### src/rtl/usr_pkg.sv
`default_nettype none
// usr_pkg -- shared mode codes and FSM state encoding for usr_frame_ser (rev 1.0)
package usr_pkg;

   localparam logic [2:0] MODE_HOLD = 3'd0;
   localparam logic [2:0] MODE_SHR  = 3'd1;
   localparam logic [2:0] MODE_SHL  = 3'd2;
   localparam logic [2:0] MODE_ROTR = 3'd3;
   localparam logic [2:0] MODE_ROTL = 3'd4;
   localparam logic [2:0] MODE_LOAD = 3'd5;

   typedef logic [0:0] state_t;
   localparam state_t ST_IDLE  = 1'b0;
   localparam state_t ST_SHIFT = 1'b1;

endpackage
`default_nettype wire

### src/rtl/usr_frame_ser.sv
`default_nettype none
// usr_frame_ser -- universal shift register with an automatic LSB-first frame serialiser (rev 1.0)
module usr_frame_ser
   import usr_pkg::*;
#(
   parameter int WIDTH  = 15,
   parameter bit ROT_EN = 1'b1,
   localparam int CNT_W = $clog2(WIDTH + 1)
) (
   input  logic             clk,
   input  logic             RST,
   input  logic [2:0]       mode,
   input  logic             sr_in,
   input  logic             sl_in,
   input  logic [WIDTH-1:0] par_load,
   input  logic             start,
   output logic [WIDTH-1:0] data_out,
   output logic             ser_out,
   output logic             busy,
   output logic             done,
   output logic [CNT_W-1:0] bit_cnt
);

   state_t             r_state;
   logic [WIDTH-1:0]   r_data;
   logic [CNT_W-1:0]   r_cnt;
   logic               r_done;
   logic [WIDTH-1:0]   w_manual_next;

   always_comb begin
      w_manual_next = r_data;
      case (mode)
         MODE_SHR:  w_manual_next = {sr_in, r_data[WIDTH-1:1]};
         MODE_SHL:  w_manual_next = {r_data[WIDTH-2:0], sl_in};
         MODE_ROTR: if (ROT_EN) w_manual_next = {r_data[0], r_data[WIDTH-1:1]};
         MODE_ROTL: if (ROT_EN) w_manual_next = {r_data[WIDTH-2:0], r_data[WIDTH-1]};
         MODE_LOAD: w_manual_next = par_load;
         default:   w_manual_next = r_data;
      endcase
   end

   // start outranks mode in IDLE; the done cycle is IDLE, so back-to-back frames need no gap
   always_ff @(posedge clk or negedge RST) begin
      if (!RST) begin
         r_state <= ST_IDLE;
         r_data  <= '0;
         r_cnt   <= '0;
         r_done  <= 1'b0;
      end else begin
         r_done <= 1'b0;
         if (r_state == ST_IDLE) begin
            if (start) begin
               r_data  <= par_load;
               r_cnt   <= CNT_W'(WIDTH);
               r_state <= ST_SHIFT;
            end else begin
               r_data <= w_manual_next;
            end
         end else begin
            r_data <= {sr_in, r_data[WIDTH-1:1]};
            r_cnt  <= r_cnt - CNT_W'(1);
            if (r_cnt == CNT_W'(1)) begin
               r_state <= ST_IDLE;
               r_done  <= 1'b1;
            end
         end
      end
   end

   assign data_out = r_data;
   assign ser_out  = r_data[0];
   assign busy     = (r_state == ST_SHIFT);
   assign done     = r_done;
   assign bit_cnt  = r_cnt;

endmodule
`default_nettype wire

### config.mk
export PLATFORM = sky130hd
export DESIGN_NAME = usr_frame_ser
export DESIGN_NICKNAME = d
export VERILOG_FILES = /design/src/rtl/usr_pkg.sv /design/src/rtl/usr_frame_ser.sv
export SDC_FILE = /design/constraint.sdc
export NUM_CORES = 1
export LEC_CHECK = 0
export ABC_AREA = 1
export CORE_MARGIN = 4
export CORE_UTILIZATION = 52
export DETAILED_ROUTE_END_ITERATION = 10
export GPL_TIMING_DRIVEN = 0
export PLACE_DENSITY = 0.85
export SETUP_SLACK_MARGIN = 0.1
export SKIP_LAST_GASP = 1
export SYNTH_ARGS = -nofsm -noshare
export SYNTH_HDL_FRONTEND = slang
export SYNTH_SLANG_ARGS = --single-unit
### constraint.sdc
create_clock -name clk -period 3.92 [get_ports clk]
set_input_delay 0.392 -clock clk [delete_from_list [all_inputs] [get_ports clk]]
set_output_delay 0.392 -clock clk [all_outputs]
set_load 0.03 [all_outputs]
* After elaboration in Yosys (flattened, before gate mapping)
Cells that the tools add are included.
** Storage, ports and cells
- Bits of input ports :: 23
- Output and inout port bits :: 22
- Logic and storage cells :: 23
- Register bits :: 21
** Cells by class
- Reduce and logical (&&, ||, !) cells :: 2
- Eq/ne operators :: 6
- Add/sub/neg operators :: 1
- Mux-type cells :: 10
** Operator list (count)
- 15-bit case mux with 5 select lines :: 1
- 15-bit 2-to-1 mux :: 2
- 4-bit 2-to-1 mux :: 2
- 7-bit nonzero test :: 1
- 3-bit by 2-bit equality test with 1-bit output (second input constant) :: 2
- 3-bit equality test (second input constant) :: 2
- 1-bit 2-to-1 mux :: 5
- 4-bit by 1-bit equality test with 1-bit output (second input constant) :: 1
- 4-bit by 1-bit subtractor with 4-bit output (second input constant) :: 1
- 3-bit by 1-bit equality test with 1-bit output (second input constant) :: 1
- 2-bit nonzero test :: 1

* Logic depth before layout (Yosys ltp)
- Depth after elaboration :: 4
- Depth in mapped cells :: 10
- Gate-level depth less buffers :: 8

* Worst setup path after synthesis
OpenSTA, ideal clock, no wires.
- Kind :: flip-flop to flip-flop
- Start :: register r_state, in the netlist busy
- End :: register r_data[12], in the netlist data_out[12]
- Setup slack :: 2507 ps
- Setup time :: 77 ps
- Required time :: 3843 ps
- Arrival :: 1335 ps
- Cell stages (with the launch flop) :: 8
- Clock period less this slack :: 1413 ps
- Buffers on the path :: 2
- Cell sequence :: dfrtp_1 buf_6 nor2_8 nand2_4 nor2_4 buf_6 nor2_1 a21oi_1
** Between the ends
- Cells in the longest elaborated chain, start to end :: 1
- Elaborated cells on any way between the ends :: 2
- Those cells by class :: 1 x mux; 1 x reduce/logical
** RTL lines
- start: declaration :: RTL line usr_frame_ser.sv:24 : state_t r_state;
- start signal: assignment :: RTL line usr_frame_ser.sv:45 : r_state <= ST_IDLE;
- start signal: assignment :: RTL line usr_frame_ser.sv:55 : r_state <= ST_SHIFT;
- start signal: assignment :: RTL line usr_frame_ser.sv:63 : r_state <= ST_IDLE;
- 7-bit nonzero test (no source line) or 15-bit 2-to-1 mux (tied branches)
- end signal: assignment :: RTL line usr_frame_ser.sv:53 : r_data <= par_load;
- end signal: assignment :: RTL line usr_frame_ser.sv:57 : r_data <= w_manual_next;
- end signal: assignment :: RTL line usr_frame_ser.sv:60 : r_data <= {sr_in, r_data[WIDTH-1:1]};
- end: declaration :: RTL line usr_frame_ser.sv:25 : logic [WIDTH-1:0] r_data;
Several ways; a longest one is shown, not always the timed one.
A chain may end at the register's enable or synchronous reset.

* Worst setup path in the final report
- Start :: register r_data[0], in the netlist data_out[0]
- End :: output data_out[0]
** RTL lines
- end: declaration :: RTL line usr_frame_ser.sv:17 : output logic [WIDTH-1:0] data_out,
No word-level cell between the ends.

==> impl_metrics.env <==
export IMPL_status="finished clean"
export IMPL_dr_total_vias=1890
export IMPL_start_util=0.542
export IMPL_die_h_um=64.4
export IMPL_ys_seq_area_frac=0.317
export IMPL_cts_buffer_depth=2
export IMPL_synth_common_cells="nand2_1, dfrtp_1, nand3_1"
export IMPL_yosysTopAreaCell="dfrtp_1"
export IMPL_ir_drop_mv=0.666
export IMPL_synth_compound_area_frac=0.0884
export IMPL_max_freq_mhz=513
export IMPL_synth_area_leaders="dfrtp_1, nand2_1, nand4_1"
export IMPL_clkSinkCount=21
export IMPL_rows=20
export IMPL_die_area_mm2=0.00415
export IMPL_antenna_found_initial=0
export IMPL_synth_top_area_share=0.317
export IMPL_synth_ff_type="dfrtp_1"
export IMPL_antenna_left=0
export IMPL_ctsResizeCount=0
export IMPL_cts_buffers_inserted=3
export IMPL_power_density_mw_per_mm2=742
export IMPL_yosys_area_share_simple=0.470
export IMPL_synth_edf_count=0
export IMPL_cap_violations=0
export IMPL_routedWlPerCell_um=14.5
export IMPL_yosys_mux_area_fraction=0
export IMPL_cp_data_arrival_time_ns=1.56
export IMPL_cts_hold_buf=0
export IMPL_hp_start="bit_cnt[3]"
export IMPL_worstSetupStartpoint="data_out[0]"
export IMPL_synth_most_common_cell="nand2_1"
export IMPL_ios=45
export IMPL_cp_max_fo=5
export IMPL_netlist_area_mm2=0.00166
export IMPL_grt_pass1_wl_mm=8.57
export IMPL_worst_slack_ns=1.97
export IMPL_fin_tns_setup_ns=0
export IMPL_drv_slew=0
export IMPL_postCtsSetupRepairBufs=0
export IMPL_htreeDepth=1
export IMPL_yosys_area_share_adder=0.0151
export IMPL_rsz0062_at_grt="no"
export IMPL_postPlaceCellArea_mm2=0.00213
export IMPL_drt_iter0_markers=247
export IMPL_clkSlewWorstSetupHoldPaths_ns=0.12
export IMPL_grt_max_degree=22
export IMPL_fin_crit_sh=0.497
export IMPL_ys_ff_latch=21
export IMPL_crit_path_end_kind="primary output"
export IMPL_ys_types=23
export IMPL_fin_skew_ns=0.00701
export IMPL_fin_crit_ns=1.95
export IMPL_clkLatencyLatePin_ns=0.31
export IMPL_start_kind="flip-flop"
export IMPL_grt_pass1_vias=1877
export IMPL_via_per_inst=5.53
export IMPL_netlist_instances=252
export IMPL_cts_tree="built"
export IMPL_gr_usage_all_layers=0.258
export IMPL_synth_nets=277
export IMPL_gr_total_overflow=0
export IMPL_postSynthAreaPerCell_um2=6.57
export IMPL_final_nets=324
export IMPL_place_ws_ns=1.98
export IMPL_area_growth_pct=30.4
export IMPL_layout_drive_gt1_share=0.107
export IMPL_max_slew_margin_rel=0.357
export IMPL_drc=0
export IMPL_crit_required_ns=3.53
export IMPL_place_congestion=0.887
export IMPL_core_mm2=0.00305
export IMPL_firstDrtPassIters=5
export IMPL_hold_viol=0
export IMPL_wl_mm=4.94
export IMPL_r2r_start="busy"
export IMPL_synth_async_reset_ratio=1.00
export IMPL_ys_warn_count=0
export IMPL_dp_hpwl_mm=3.52
export IMPL_synthXorXnorAreaFrac=0
export IMPL_antenna_cells=0
export IMPL_worstSetupPathType="reg -> out"
export IMPL_worstMarginPinSlew_ns=0.961
export IMPL_die_x_um=64.4
export IMPL_cts_root_buffer_cell="clkbuf_4"
export IMPL_p_leak_uw=0.00102
export IMPL_design_area_mm2=0.00216
export IMPL_io_buffers=42
export IMPL_setup_viol=0
export IMPL_hp_class="reg -> reg"
export IMPL_synth_top_family_by_area="simple AND/OR/NAND/NOR gates"
## final cells by class
class                      instances  area [um2]
inverter                          13        51.3
clock inverter                     1        5.00
fill                             276         895
buffer                            17         129
tap                               44        55.1
timing repair buffer              42         420
clock buffer                       3        22.5
sequential                        21         526
multi-input combinational        201         950
## sequential cells by signal (all words and copies together), names as in the netlist
register	count
data_out	15
done	1
bit_cnt	4
busy	1
## where the power goes
part / internal, uW / switching [uW]
registers: 328 / 133
clock network: 38.2 / 69.9
logic: 427 / 604
total: 794 / 807
## per-layer routing
layer  share of wire  vias up  GRT usage
li1                -      919          -
met2            0.46      113      0.406
met5               0        -          0
met3           0.095       19     0.0295
met1            0.41      839      0.349
met4           0.030        0      0.132
## path summary, 6_finish.rpt
kind | depth (start not counted) | slack, ns | endpoint
min reg2reg | 1 | 0.53 | bit_cnt[3]
max reg2reg | 9 | 2.38 | data_out[7]
min in group asynchronous | 1 | 0.60 | busy
max in group asynchronous | 1 | 2.74 | data_out[8]
min | 1 | 0.53 | bit_cnt[3]
max | 2 | 1.97 | data_out[0]
## placed cells by master (no fill, tap or decap)
cell type,netlist,layout
o21ai_0,13,13
buf_4,6,6
nor2_1,16,16
ha_1,2,2
nor3_1,14,14
nand2_2,3,3
a21oi_2,1,1
clkdlybuf4s50_1,0,42
nand2_4,3,3
inv_1,9,9
a22oi_1,1,1
buf_6,5,5
a21oi_1,13,13
nand2_1,99,99
dfrtp_1,21,21
nor2_4,1,1
clkbuf_4,0,3
inv_2,3,3
clkinv_2,0,1
clkbuf_1,2,2
buf_2,4,4
nor4b_1,1,1
nor2_8,1,1
inv_4,1,1
nand4_1,15,15
nand3_1,18,18
## logic make-up after synthesis
group                    after synthesis
AO/OA/AOI/OAI                         28
flip-flops                            21
buffers and inverters                 30
AND/OR/NAND/NOR                      171
adder cells (fa/ha/maj)                2
## critical path, cell delays in order (launching register included)
cell,delay [ns]
dfrtp_1,0.46
buf_4,0.14
clkdlybuf4s50_1,0.65
## through the flow
stage	hold WS, ns	utilization	std cells	power (uW)
2_1_floorplan	0.0964	-	252	1110
3_3_place_gp	0.498	0.698	338	1470
3_5_place_dp	0.505	0.698	338	1490
4_1_cts	0.529	0.707	342	1600
5_1_grt	0.563	0.707	342	1740
6_report	0.532	0.707	342	1600
(Power assumes the default switching activity.)
